--- src/rtl/adder_share_arbiter_if.sv ---
// adder_share_arbiter_if: request/response bundle between clients and the shared adder arbiter
interface adder_share_arbiter_if;
  logic [1:0] req_valid, req_ready, req_cin, req_chain, req_more;
  logic [7:0] req_a0, req_b0, req_a1, req_b1;
  logic rsp_valid, rsp_ready, rsp_id, rsp_cout;
  logic [7:0] rsp_sum;
  modport master (
    output req_valid, req_cin, req_chain, req_more, req_a0, req_b0, req_a1, req_b1, rsp_ready,
    input req_ready, rsp_valid, rsp_id, rsp_cout, rsp_sum
  );
  modport slave (
    input req_valid, req_cin, req_chain, req_more, req_a0, req_b0, req_a1, req_b1, rsp_ready,
    output req_ready, rsp_valid, rsp_id, rsp_cout, rsp_sum
  );
endinterface

--- src/rtl/adder_share_arbiter.sv ---
// adder_share_arbiter: round-robin arbiter for a shared 8-bit CLA with per-requester chained carry
// and one-entry response buffer; ADDER_ARB_LOCK_EN enables multi-beat grant locking via req_more.
module adder_share_cla8 (
  input  logic [7:0] a,
  input  logic [7:0] b,
  input  logic       cin,
  output logic [7:0] sum,
  output logic       cout
);
  logic [7:0] g, p;
  logic [8:0] c;
  logic acc;
  // each carry is unrolled into its own flat generate/propagate expression
  always_comb begin
    g = a & b;
    p = a ^ b;
    c = '0;
    c[0] = cin;
    acc = 1'b0;
    for (int i = 0; i < 8; i++) begin
      acc = cin;
      for (int j = 0; j <= i; j++) acc = g[j] | (p[j] & acc);
      c[i+1] = acc;
    end
    sum = p ^ c[7:0];
    cout = c[8];
  end
endmodule

module adder_share_arbiter (
  input logic clk,
  input logic rst_n,
  adder_share_arbiter_if.slave bus
);
  localparam logic [0:0] EMPTY = 1'b0;
  localparam logic [0:0] FULL = 1'b1;
  logic [0:0] state;
  logic rr, sel, cin, slot_free, accept, cout, rsp_id, rsp_cout;
  logic [1:0] grant, carry_q;
  logic [7:0] a, b, sum, rsp_sum;
`ifdef ADDER_ARB_LOCK_EN
  logic locked, lock_id;
`endif
  always_comb begin
    grant = &bus.req_valid ? (rr ? 2'b10 : 2'b01) : bus.req_valid;
`ifdef ADDER_ARB_LOCK_EN
    if (locked) grant = bus.req_valid & (lock_id ? 2'b10 : 2'b01);
`endif
  end
  // reset gates ready so nothing looks accepted while the block is held in reset
  assign slot_free = rst_n & (state == EMPTY | bus.rsp_ready);
  assign bus.req_ready = grant & {2{slot_free}};
  assign accept = |bus.req_ready;
  assign sel = grant[1];
  assign a = sel ? bus.req_a1 : bus.req_a0;
  assign b = sel ? bus.req_b1 : bus.req_b0;
  assign cin = bus.req_chain[sel] ? carry_q[sel] : bus.req_cin[sel];
  adder_share_cla8 u_cla (.a(a), .b(b), .cin(cin), .sum(sum), .cout(cout));
  always_ff @(posedge clk or negedge rst_n) begin
    if (!rst_n) begin
      state <= EMPTY;
      rr <= 1'b0;
      carry_q <= 2'b00;
      rsp_id <= 1'b0;
      rsp_sum <= 8'h00;
      rsp_cout <= 1'b0;
    end else if (accept) begin
      state <= FULL;
      rr <= ~sel;
      carry_q[sel] <= cout;
      rsp_id <= sel;
      rsp_sum <= sum;
      rsp_cout <= cout;
    end else if (bus.rsp_ready) begin
      state <= EMPTY;
    end
  end
`ifdef ADDER_ARB_LOCK_EN
  always_ff @(posedge clk or negedge rst_n) begin
    if (!rst_n) begin
      locked <= 1'b0;
      lock_id <= 1'b0;
    end else if (accept) begin
      locked <= bus.req_more[sel];
      lock_id <= sel;
    end
  end
`endif
  assign bus.rsp_valid = state == FULL;
  assign bus.rsp_id = rsp_id;
  assign bus.rsp_sum = rsp_sum;
  assign bus.rsp_cout = rsp_cout;
endmodule

--- src/flat_wrapper.sv ---
// flat-port wrapper written by rule: the top's interface ports become plain ports
module adder_share_arbiter_flat 
  (clk, rst_n, bus_req_valid, bus_req_cin, bus_req_chain, bus_req_more, bus_req_a0, bus_req_b0, bus_req_a1, bus_req_b1, bus_rsp_ready, bus_req_ready, bus_rsp_valid, bus_rsp_id, bus_rsp_cout, bus_rsp_sum);
  adder_share_arbiter_if bus_i ();
  input logic clk;
  input logic rst_n;
  input wire logic [$bits(bus_i.req_valid)-1:0] bus_req_valid;
  input wire logic [$bits(bus_i.req_cin)-1:0] bus_req_cin;
  input wire logic [$bits(bus_i.req_chain)-1:0] bus_req_chain;
  input wire logic [$bits(bus_i.req_more)-1:0] bus_req_more;
  input wire logic [$bits(bus_i.req_a0)-1:0] bus_req_a0;
  input wire logic [$bits(bus_i.req_b0)-1:0] bus_req_b0;
  input wire logic [$bits(bus_i.req_a1)-1:0] bus_req_a1;
  input wire logic [$bits(bus_i.req_b1)-1:0] bus_req_b1;
  input wire logic [$bits(bus_i.rsp_ready)-1:0] bus_rsp_ready;
  output wire logic [$bits(bus_i.req_ready)-1:0] bus_req_ready;
  output wire logic [$bits(bus_i.rsp_valid)-1:0] bus_rsp_valid;
  output wire logic [$bits(bus_i.rsp_id)-1:0] bus_rsp_id;
  output wire logic [$bits(bus_i.rsp_cout)-1:0] bus_rsp_cout;
  output wire logic [$bits(bus_i.rsp_sum)-1:0] bus_rsp_sum;
  assign bus_i.req_valid = bus_req_valid;
  assign bus_i.req_cin = bus_req_cin;
  assign bus_i.req_chain = bus_req_chain;
  assign bus_i.req_more = bus_req_more;
  assign bus_i.req_a0 = bus_req_a0;
  assign bus_i.req_b0 = bus_req_b0;
  assign bus_i.req_a1 = bus_req_a1;
  assign bus_i.req_b1 = bus_req_b1;
  assign bus_i.rsp_ready = bus_rsp_ready;
  assign bus_req_ready = bus_i.req_ready;
  assign bus_rsp_valid = bus_i.rsp_valid;
  assign bus_rsp_id = bus_i.rsp_id;
  assign bus_rsp_cout = bus_i.rsp_cout;
  assign bus_rsp_sum = bus_i.rsp_sum;
  adder_share_arbiter u_core (.clk(clk), .rst_n(rst_n), .bus(bus_i));
endmodule
--- config.mk ---
export PLATFORM = sky130hd
export DESIGN_NAME = adder_share_arbiter_flat
export DESIGN_NICKNAME = d
export VERILOG_FILES = /design/src/rtl/adder_share_arbiter_if.sv /design/src/rtl/adder_share_arbiter.sv /design/src/flat_wrapper.sv
export SDC_FILE = /design/constraint.sdc
export NUM_CORES = 1
export LEC_CHECK = 0
export ABC_AREA = 0
export CAP_MARGIN = 20
export CORE_UTILIZATION = 34
export DETAILED_ROUTE_END_ITERATION = 12
export GPL_TIMING_DRIVEN = 1
export PLACE_DENSITY = 0.75
export SLEW_MARGIN = 10
export SYNTH_ARGS = -nofsm -noshare
export SYNTH_HDL_FRONTEND = slang
export SYNTH_HIERARCHICAL = 1
export SYNTH_SLANG_ARGS = --single-unit
--- constraint.sdc ---
create_clock -name clk -period 4.15 [get_ports clk]
set_input_delay 0.6225 -clock clk [delete_from_list [all_inputs] [get_ports clk]]
set_output_delay 0.6225 -clock clk [all_outputs]
set_load 0.005 [all_outputs]
==> out/metrics.yaml <==
arrival_ns: 4.31
fmax_ghz: 0.246
final_core_util_pct: 60.2
start_util_pct: 36.1
first_pass_iters: 2
rsz0062_at_grt: "true"
yosys_register_bits: 14
maxCapViolCount: 0
vdd_drop_max_uv: 277
cts_inserted_buffers: 3
slew_headroom_pct: 61.5
power_uw: 652
grt_max_degree: 14
clockRootBuffer: "clkbuf_4"
finClkSkew_ns: 0.00836
worst_setup_path_end_kind: "flop"
cts_htree_levels: 1
setup_viol: 0
path_buf_inv: 5
routed_wl_mm: 2.32
fp.dieW_um: 56.1
diodes: 0
cp-startpoint: "bus_req_valid[1]"
grt_pass1_wl_mm: 3.88
core_area_um2: 2760
clkSinkCount: 14
startpoint_type: "input port"
cellLeakagePower_nw: 0.721
place_congestion: 0.786
antenna_found_initial: 0
dp.final_hpwl_mm: 1.91
worst_pin_slew_ns: 0.577
critPathKind: "in2reg"
syn-cell-area_um2: 995
crit_chain: "clkdlybuf4s15_1 -> o21ai_4 -> mux2_4 -> inv_2 -> fa_2 -> inv_2 -> fa_2 -> fa_2 -> fa_2 -> fa_2 -> fa_2 -> fa_2 -> inv_2 -> fa_2 -> inv_2 -> mux2_2"
place_area_um2: 1610
slowest_delay_ns: 0.42
crit_path_top_delay_cell: "fa_2"
drtIter0Drc: 2
io_buffer_count: 53
drive_gt1_share_pct: 39.6
die_area_um2: 3150
dp_slack_ns: -0.688
avgSynthCellArea_um2: 12.9
grt_pass1_vias: 883
crit_path_frequent_cell: "fa_2"
path_delay_family: "adder cells"
wire_per_inst_um: 13.6
ctsLongestPathBuffers: 2
fin_crit_ns: 4.07
crit_required_ns: 4.39
vias_per_cell: 4.75
synthesis.nets: 128
synth.distinct_cells: 15
fin_setup_tns_ns: 0
yosysWarnings: 6
cts.clk_slew.worst_paths_ns: 0.10
status: "completed"
worstPathMaxFanout: 4
final_area_um2: 1660
die_y_um: 56.1
route.detailed.drc: 0
ant_nets: 0
clk_latency_ns: 0.29
fin_crit_sh_pct: 98.1
via_count: 808
drv_slew: 0
overflow: 0
area_growth_pct: 66.9
cts_tree: "yes"
p_per_area_nw_per_um2: 393
layout_setup_ws_ns: 0.0808
hold_path_startpoint: "u_core/bus.rsp_id"
rows: 19
nets: 191
holdCritPathClass: "reg2reg"
hold_viol: 0
rr_startpoint: "u_core/rr"
netlist_instances: 77
io_pins: 56
gr-usage-all-layers_pct: 16.3
ys_seq_area_share_pct: 35.2
==> final cells by class <==
cell class / count / area (µm²)
fill: 239 / 1100
timing repair buffer: 59 / 578
inverter: 13 / 48.8
tap: 31 / 38.8
multi-input combinational: 49 / 608
clock buffer: 4 / 36.3
sequential: 14 / 350
==> final timing paths <==
check / end / slack, ns / depth (start not counted)
worst max-delay path: u_core/bus.rsp_sum[7] / 0.08 / 16
worst min-delay path: u_core/bus.rsp_id / 0.51 / 1
worst max register to register: u_core/bus.rsp_sum[7] / 0.11 / 15
worst min register to register: u_core/bus.rsp_id / 0.51 / 1
max in group asynchronous: u_core/bus.rsp_sum[2] / 3.07 / 2
min in group asynchronous: u_core/carry_q[1] / 0.58 / 1
==> flip-flops by register name (all words and copies together), names as in the netlist <==
| name | cells |
|---|---|
| u_core/bus.rsp_id | 1 |
| u_core/bus.rsp_sum | 8 |
| u_core/bus.rsp_valid | 1 |
| u_core/rr | 1 |
| u_core/carry_q | 2 |
| u_core/bus.rsp_cout | 1 |
==> cell usage after synthesis <==
master | count | share of area (%)
and3_2 | 1 | 0.75
buf_8 | 1 | 1.5
dfrtp_1 | 14 | 35
fa_1 | 8 | 16
inv_1 | 13 | 4.9
mux2_2 | 27 | 31
mux2i_1 | 3 | 3.0
nand2_1 | 3 | 1.1
nand2b_1 | 1 | 0.63
nand4_1 | 1 | 0.63
o2111ai_1 | 1 | 0.88
o211ai_2 | 1 | 1.3
o21ai_4 | 1 | 1.6
o22a_1 | 1 | 0.88
o2bb2ai_1 | 1 | 0.88
==> cell usage in the layout, fill, tap and decap left out <==
| cell type | count |
|---|---|
| and3_2 | 1 |
| buf_4 | 4 |
| buf_6 | 3 |
| clkbuf_4 | 3 |
| clkbuf_8 | 1 |
| clkdlybuf4s15_1 | 1 |
| clkdlybuf4s50_1 | 46 |
| dfrtp_1 | 14 |
| dlygate4sd2_1 | 5 |
| fa_2 | 8 |
| inv_1 | 7 |
| inv_2 | 6 |
| mux2_2 | 25 |
| mux2_4 | 2 |
| mux2i_1 | 3 |
| nand2_1 | 3 |
| nand2b_1 | 1 |
| nand4_1 | 1 |
| o2111ai_1 | 1 |
| o211ai_2 | 1 |
| o21ai_4 | 1 |
| o22a_1 | 1 |
| o2bb2ai_1 | 1 |
==> cell families after synthesis <==
logic type	Yosys count	synth area share (%)
compound gates	5	5.54
simple gates	6	3.15
buf+inv	14	6.41
fa+ha+maj	8	16.1
flops	14	35.2
mux	30	33.6
==> repair_timing <==
| item | in CTS | in global routing |
|---|---|---|
| buffers inserted | 1 | 0 |
| cloned | 0 | 0 |
| resized for setup | 19 | 0 |
| hold buffers | 0 | 0 |
| setup endpoints to repair | 5 | 4 |
| pin swaps | 9 | 8 |
==> metal layers <==
| metal | vias to the layer above | wire, µm | GRT usage, % |
|---|---|---|---|
| met5 | - | 0 | 0 |
| met2 | 26 | 1290 | 29.4 |
| li1 | 390 | - | - |
| met4 | 0 | 44 | 7.67 |
| met3 | 5 | 104 | 3.26 |
| met1 | 387 | 875 | 18.1 |
==> metrics by stage <==
step | instances | hold slack (ns)
after detailed placement | 165 | 0.491
after global placement | 165 | 0.488
after CTS | 170 | 0.513
after global routing | 170 | 0.529
final | 170 | 0.509
after floorplan | 77 | 0.327
==> report_power, final <==
| part | leakage, nW | internal, mW | total (mW) | switching [mW] |
|---|---|---|---|---|
| sequential | 0.163 | 0.194 | 0.223 | 0.0289 |
| combinational | 0.537 | 0.216 | 0.325 | 0.109 |
| clock | 0.0210 | 0.0535 | 0.104 | 0.0502 |
Note: power is estimated with default switching activity, not from simulation.
